--- src/rtl/rot_pkg.sv ---
// rtl/rot_pkg.sv - phase constants, direction type and transition decode shared by the rotary decoder
package rot_pkg;

  localparam logic [1:0] PH_00 = 2'b00;
  localparam logic [1:0] PH_01 = 2'b01;
  localparam logic [1:0] PH_11 = 2'b11;
  localparam logic [1:0] PH_10 = 2'b10;

  typedef enum logic [1:0] {DIR_NONE, DIR_UP, DIR_DN, DIR_ERR} dir_t;

  // Forward order is 00->01->11->10->00; any two-bit jump is illegal.
  function automatic dir_t decode_dir(input logic [1:0] prev, input logic [1:0] cur);
    dir_t d;
    d = DIR_NONE;
    case ({prev, cur})
      {PH_00, PH_01}, {PH_01, PH_11}, {PH_11, PH_10}, {PH_10, PH_00}: d = DIR_UP;
      {PH_00, PH_10}, {PH_10, PH_11}, {PH_11, PH_01}, {PH_01, PH_00}: d = DIR_DN;
      default: d = (prev == cur) ? DIR_NONE : DIR_ERR;
    endcase
    return d;
  endfunction

endpackage

--- src/rtl/rot_channel.sv ---
// rtl/rot_channel.sv - one quadrature channel: sync, debounce, decode, counter
// ROT_DECODER_ERR_EN enables the registered illegal-transition error pulse.
module rot_channel
  import rot_pkg::*;
#(
  parameter int WIDTH    = 8,
  parameter int DEBOUNCE = 4,
  parameter int SATURATE = 0
) (
  input  logic             clk,
  input  logic             reset,
  input  logic             a,
  input  logic             b,
  input  logic             clear,
  output logic [WIDTH-1:0] value,
  output logic             step_up,
  output logic             step_dn,
  output logic             error
);

  localparam logic [7:0]       DB_LAST = 8'(DEBOUNCE - 1);
  localparam logic [WIDTH-1:0] ONE     = WIDTH'(1);
  localparam logic [WIDTH-1:0] VMAX    = {WIDTH{1'b1}};
  localparam bit               SAT     = (SATURATE != 0);

  logic [1:0]      raw;
  logic [1:0]      sync1;
  logic [1:0]      sync2;
  logic [1:0]      filt;
  logic [1:0][7:0] cnt;
  logic [1:0]      prev;
  logic            primed;
  dir_t            dir;

  assign raw = {a, b};

  // Loading the pin level in reset means release never looks like an edge.
  always_ff @(posedge clk) begin
    if (!reset) begin
      sync1 <= raw;
      sync2 <= raw;
      filt  <= raw;
      cnt   <= '0;
    end else begin
      sync1 <= raw;
      sync2 <= sync1;
      for (int i = 0; i < 2; i++) begin
        if (sync2[i] == filt[i]) begin
          cnt[i] <= '0;
        end else if (cnt[i] == DB_LAST) begin
          filt[i] <= sync2[i];
          cnt[i]  <= '0;
        end else begin
          cnt[i] <= cnt[i] + 8'd1;
        end
      end
    end
  end

  assign dir = primed ? decode_dir(prev, filt) : DIR_NONE;

  always_ff @(posedge clk) begin
    if (!reset) begin
      primed  <= 1'b0;
      prev    <= PH_00;
      value   <= '0;
      step_up <= 1'b0;
      step_dn <= 1'b0;
    end else begin
      primed  <= 1'b1;
      prev    <= filt;
      step_up <= 1'b0;
      step_dn <= 1'b0;
      if (clear) begin
        value <= '0;
      end else if (dir == DIR_UP && !(SAT && value == VMAX)) begin
        value   <= value + ONE;
        step_up <= 1'b1;
      end else if (dir == DIR_DN && !(SAT && value == '0)) begin
        value   <= value - ONE;
        step_dn <= 1'b1;
      end
    end
  end

`ifdef ROT_DECODER_ERR_EN
  always_ff @(posedge clk) begin
    if (!reset) begin
      error <= 1'b0;
    end else begin
      error <= (dir == DIR_ERR);
    end
  end
`else
  assign error = 1'b0;
`endif

endmodule

--- src/rtl/rot_decoder.sv ---
// rtl/rot_decoder.sv - multi-channel quadrature decoder, one rot_channel per channel
// ROT_DECODER_ERR_EN (seen by rot_channel) enables illegal-transition error pulses.
module rot_decoder #(
  parameter int CHANNELS = 2,
  parameter int WIDTH    = 8,
  parameter int DEBOUNCE = 4,
  parameter int SATURATE = 0
) (
  input  logic                      clk,
  input  logic                      reset,
  input  logic [CHANNELS-1:0]       a,
  input  logic [CHANNELS-1:0]       b,
  input  logic [CHANNELS-1:0]       clear,
  output logic [CHANNELS*WIDTH-1:0] value,
  output logic [CHANNELS-1:0]       step_up,
  output logic [CHANNELS-1:0]       step_dn,
  output logic [CHANNELS-1:0]       error
);

  for (genvar n = 0; n < CHANNELS; n++) begin : g_ch
    rot_channel #(
      .WIDTH    (WIDTH),
      .DEBOUNCE (DEBOUNCE),
      .SATURATE (SATURATE)
    ) u_ch (
      .clk     (clk),
      .reset   (reset),
      .a       (a[n]),
      .b       (b[n]),
      .clear   (clear[n]),
      .value   (value[n*WIDTH +: WIDTH]),
      .step_up (step_up[n]),
      .step_dn (step_dn[n]),
      .error   (error[n])
    );
  end

endmodule

--- config.mk ---
export PLATFORM = sky130hd
export DESIGN_NAME = rot_decoder
export DESIGN_NICKNAME = d
export VERILOG_FILES = /design/src/rtl/rot_pkg.sv /design/src/rtl/rot_channel.sv /design/src/rtl/rot_decoder.sv
export SDC_FILE = /design/constraint.sdc
export NUM_CORES = 1
export LEC_CHECK = 0
export BUFFER_PORTS_ARGS = -buffer_cell sky130_fd_sc_hd__buf_2
export CORE_MARGIN = 5
export CORE_UTILIZATION = 40
export DETAILED_ROUTE_END_ITERATION = 16
export GPL_TIMING_DRIVEN = 0
export HOLD_SLACK_MARGIN = 0.08
export PLACE_DENSITY = 0.55
export SYNTH_ARGS = -nofsm -noshare
export SYNTH_HDL_FRONTEND = slang
export SYNTH_SLANG_ARGS = --single-unit
--- constraint.sdc ---
create_clock -name clk -period 2.8 [get_ports clk]
set_input_delay 0.28 -clock clk [delete_from_list [all_inputs] [get_ports clk]]
set_output_delay 0.28 -clock clk [all_outputs]
set_load 0.02 [all_outputs]
After elaboration in Yosys (flattened, before gate mapping)
Cells that the tools add are included.
{"block": "word_totals", "in_bits": 8, "output_inout_bits": 22, "elab_cells": 113, "ff_bits": 69}
{"block": "op_classes", "reduce_logical": 18, "addsub": 8, "bitwise": 1, "n_mux": 27, "eq_ne": 38}
{"cell": "8-bit by 1-bit adder with 8-bit output (second input constant)", "n": 6}
{"cell": "4-bit == test (second input constant)", "n": 8}
{"cell": "8-bit by 2-bit == test with 1-bit output (second input constant)", "n": 4}
{"cell": "8-bit two-way mux", "n": 4}
{"cell": "3-bit OR reduction", "n": 6}
{"cell": "4-bit by 3-bit == test with 1-bit output (second input constant)", "n": 4}
{"cell": "2-bit two-way mux", "n": 8}
{"cell": "4-bit OR reduction", "n": 4}
{"cell": "8-bit by 1-bit subtractor with 8-bit output (second input constant)", "n": 2}
{"cell": "1-bit two-way mux", "n": 13}
{"cell": "4-bit by 1-bit == test with 1-bit output (second input constant)", "n": 2}
{"cell": "4-bit by 2-bit == test with 1-bit output (second input constant)", "n": 2}
{"cell": "2-bit by 1-bit != test with 1-bit output (second input constant)", "n": 4}
{"cell": "2-bit != test (second input constant)", "n": 4}
{"cell": "2-bit case mux with 2 select lines", "n": 2}
{"cell": "2-bit AND reduction", "n": 4}
{"cell": "1-bit == test", "n": 4}
{"cell": "2-bit by 1-bit == test with 1-bit output (second input constant)", "n": 2}
{"cell": "2-bit == test", "n": 2}
{"cell": "2-bit == test (second input constant)", "n": 2}
{"cell": "2-bit nonzero test", "n": 2}
{"cell": "2-bit OR reduction", "n": 2}
{"cell": "1-bit NOT", "n": 1}

Longest topological paths before layout
{"block": "logic_depth", "ltp_word": 7, "ltp_mapped": 13}

Hierarchy
Synthesis repeated with hierarchy kept, for this count alone.
{"block": "hier_totals", "hier_cells": 370, "area_unflattened_um2": 3375.7}
{"mod": "rot_channel", "area_each_um2": 1687.9, "cells_each": 185, "n_inst": 2}

Worst setup path after synthesis
Ideal clock, no wire load.
{"block": "synth_timing", "kind": "reg-to-reg", "start": "register g_ch[0].u_ch.filt[0]", "end": "register g_ch[0].u_ch.value[5]", "stages_incl_launch_ff": 13, "t_required_ns": 2.678, "path_slack_ns": 0.005, "n_path_buf": 1, "arrival_ns": 2.673, "cell_sequence": "edfxtp_1 buf_2 nor2b_1 or3b_1 o211ai_1 ha_1 inv_1 ha_1 a211oi_2 o21bai_1 a21oi_2 nor4_1 a311o_1"}
{"block": "synth_via", "elab_chain_cells": 6, "word_cells_on_any_way": 18}
{"element": "start: declaration", "line_no": "rot_channel.sv:29", "text": "logic [1:0] filt;"}
{"element": "start signal: assignment", "line_no": "rot_channel.sv:42", "text": "filt <= raw;"}
{"element": "start signal: indexed assignment", "line_no": "rot_channel.sv:51", "text": "filt[i] <= sync2[i];"}
{"element": "4-bit by 2-bit == test with 1-bit output (tied with other cells)", "line_no": "rot_pkg.sv:15", "text": "case ({prev, cur})"}
{"element": "4-bit OR reduction or 2-bit two-way mux (tied branches)", "line_no": "rot_pkg.sv:15, rot_pkg.sv:18"}
{"element": "2-bit case mux with 2 select lines *", "line_no": "rot_pkg.sv:15"}
{"element": "2-bit two-way mux *", "line_no": "rot_channel.sv:60", "text": "assign dir = primed ? decode_dir(prev, filt) : DIR_NONE;"}
{"element": "2-bit by 1-bit == test with 1-bit output or 2-bit == test (tied branches)", "line_no": "rot_channel.sv:76, rot_channel.sv:79"}
{"element": "8-bit two-way mux or 2-bit nonzero test (tied branches)"}
{"element": "end signal: assignment", "line_no": "rot_channel.sv:77", "text": "value <= value + ONE;"}
{"element": "end signal: assignment", "line_no": "rot_channel.sv:80", "text": "value <= value - ONE;"}
{"element": "end: declaration", "line_no": "rot_channel.sv:15", "text": "output logic [WIDTH-1:0] value,"}
Every way passes the cells marked *; elsewhere a longest branch is shown, timed or not.
A chain may end at the register's enable or synchronous reset.

Final worst setup path
{"block": "layout_timing", "start": "register g_ch[0].u_ch.filt[0]", "end": "register g_ch[0].u_ch.value[6]"}
Same word-level chain as after synthesis.

==> out/results.txt <==
Run status = finished, final reports clean
Combinational Power Share = 23.9%
Post-Route WL = 6.37 mm
Root buffer cell = clkbuf_8
DP Wirelength = 4.40 mm
Number of flops mapped to enable cells by yosys = 4
Skew final = 0.00964 ns
Placer Congestion = 0.776
Ys Warns = 0
Int Pwr = 1740 uW
Cts bufs inserted = 9
Layout cells sized above 1 = 21.9%
Drt drc = 0
Largest net degree at the start of global routing = 14
WP data required = 3.04 ns
Min-delay worst type = primary input to flip-flop
1st-iter DRT viols = 43
Crit-path slowest cell = fa_1
Final setup violating endpoints = 0
Die height = 102 um
Die W = 102 um
Largest delay share family, worst path = adder cells
Max_cap viols = 0
Synthesized area = 3390 um^2
Nets@finish = 463
Vias per inst = 4.92
Sw power = 765 uW
Post-synth top cells = 65 x dfxtp_1, 51 x nor2_1, 29 x nand2_1
Count leader, synth = dfxtp_1
Sum of negative setup slack = 0 ns
Critical path, cell by cell = buf_6 > nor2b_1 > or3b_1 > o211ai_1 > ha_2 > inv_6 > fa_1 > a21o_1 > a21oi_2 > o21ai_0 > mux2i_1 > nand2_1
Power Density = 599 nW/um^2
Dominant cell type by area after synthesis = dfxtp_1
Startpoint Class = flip-flop
H-tree levels = 3
Clock Power Share = 32.5%
Avg WL per Cell = 11.7 um
Final global-route overflow total = 0
Dpl ws = -0.281 ns
Final worst setup slack = 0.00455 ns
Yosys top cell area share = 38.4%
Worst Path Class, Setup = flip-flop to flip-flop
Count of final max-slew check failures = 0
Hold Violations, Final = 0
Vias after detailed routing = 2673
Detailed Routing Iterations Pass 1 = 4
Async SR Flop Fraction = 0%
Buffer and inverter count on the worst path = 2
Commonest register cell after synthesis = dfxtp_1
Crit path DAT = 3.03 ns
Tot GR Track Use = 13.0%
CTS tree = yes
Smallest hold slack = 0.301 ns
Vias in the first global route = 2517
Synth Instances = 376
First-pass GRT wire length = 10.9 mm
CTS Sinks = 69
Synthesized flop and latch total = 69
Mean Syn Cell Area = 9.00 um^2
Worst vdd ir = 0.364 mV
Top cells by area, synth = dfxtp_1 38%, ha_1 7.4%, nor2_1 5.7%
Post-route ant nets = 0
Layout Utilization = 50.9%
Top-Level Pins = 30
Clock latency on the worst-skew pair = 0.34 ns
Area occupied by multi-input gates = 1990 um^2
Core box area = 8220 um^2
Register area = 1430 um^2
Tmin final = 2.80 ns
Row cnt = 33
CP max stage delay = 0.41 ns
CP endpoint kind = flip-flop
Switching Share = 30.5%
Antenna violations before repair = 0
Sequential fraction of the synthesis area = 42.0%
Layout area overhead = 23.5%
Power share of the sequential group = 43.6%
Starting density of the core = 41.2%
Synth cell types = 46
Critical path peak fanout = 9
Fmax achieved = 358 MHz
RSZ-0062 raised after global routing = true
Clock transition at path regs = 0.08 ns
Total die area = 10400 um^2
Fill cells = 799
N_diodes = 0
LEAKAGE = 0.00172 uW
Deepest clock path buffer count = 2
Period utilisation layout = 99.8%
Number of I/O port buffers = 27
through the flow:
step / power, uW / std cells / cell area [um^2]
floorplan: 1490 / 377 / 3390
global placement: 1590 / 509 / 3660
detailed placement: 1610 / 509 / 3660
CTS: 2480 / 539 / 4040
global route: 2660 / 543 / 4180
finish: 2510 / 543 / 4180
routing by layer:
| layer | vias up | part of all wire, % | global-route usage (%) |
|---|---|---|---|
| li1 | 1400 | - | - |
| met1 | 1230 | 47 | 15.2 |
| met2 | 37 | 48 | 22.7 |
| met3 | 6 | 4.8 | 4.98 |
| met4 | 0 | 0.91 | 2.72 |
| met5 | - | 0 | 0 |
power by group through the flow:
stage / Clock [uW] / Combinational [uW] / Sequential (uW)
after global placement: 0 / 483 / 1110
after global routing: 891 / 667 / 1100
after floorplan: 0 / 362 / 1130
after CTS: 846 / 544 / 1090
final: 814 / 599 / 1090
after detailed placement: 0 / 493 / 1110
cell families (layout without fill, tap and decap cells):
group	Yosys count	in the layout	share of synthesized area (%)
simple gates	165	165	24.3
xor+xnor	33	33	8.54
fa+ha+maj	22	22	8.57
flops	69	69	42.0
mux	9	9	2.73
compound gates	48	48	9.65
buf+inv	29	90	4.10
other cells	1	2	0.111
path summary, 6_finish.rpt:
check / start / depth (start not counted) / endpoint / slack [ns]
worst max-delay path: g_ch[0].u_ch.filt[0] / 12 / g_ch[0].u_ch.value[6] / 0.005
worst min-delay path: clear[1] / 3 / g_ch[1].u_ch.value[4] / 0.30
worst max register to register: g_ch[0].u_ch.filt[0] / 12 / g_ch[0].u_ch.value[6] / 0.005
worst min register to register: g_ch[0].u_ch.sync1[1] / 2 / g_ch[0].u_ch.sync2[1] / 0.43
registers in the layout, indices dropped and copies added, names as in the netlist:
register / flops
g_ch.u_ch.step_up: 2
g_ch.u_ch.sync1: 4
g_ch.u_ch.primed: 1
g_ch.u_ch.sync2: 4
g_ch.u_ch.filt: 4
g_ch.u_ch.prev: 4
g_ch.u_ch.value: 16
g_ch.u_ch.step_dn: 2
g_ch.u_ch.cnt: 32
final cells by class:
type                       count  area share, %
buffer                        15           2.21
clock buffer                  10           3.05
clock inverter                 6           1.71
inverter                      14           1.47
multi-input combinational    279           47.6
sequential                    69           34.1
tap                          105           3.14
timing repair buffer          45           6.76
what timing repair did:
item / CTS / global route
buffers inserted: 9 / 4
hold buffers: 5 / 0
setup endpoints to repair: 9 / 9
gates resized for setup: 12 / 18
endpoints found under the hold margin: 5 / 0
pin swaps: 4 / 9
tightest hold or removal path, stage by stage:
cell	delay [ns]
buf_2	0.10
nor2b_1	0.08
and2_1	0.14
placed cells by master, fill, tap and decap left out, types with 4 or more instances in the layout:
cell and count:
edfxtp_1 4, buf_4 19, o211ai_1 4, mux2i_1 7, xor2_1 18, nand3_1 23, inv_1 12, ha_4 9
a21oi_2 4, nor2b_1 4, xnor2_1 15, nor2_1 51, nor4b_1 4, buf_2 32, a21o_1 4, and3_1 9
dlygate4sd3_1 5, o21ai_0 7, ha_1 9, nor4_1 5, a21oi_1 9, nand2b_1 7, nor3_1 13, clkbuf_8 9
dfxtp_1 64, and2_1 6, nand2_1 29, nand3b_1 6
No activity file was read; power rests on OpenSTA's default activity.
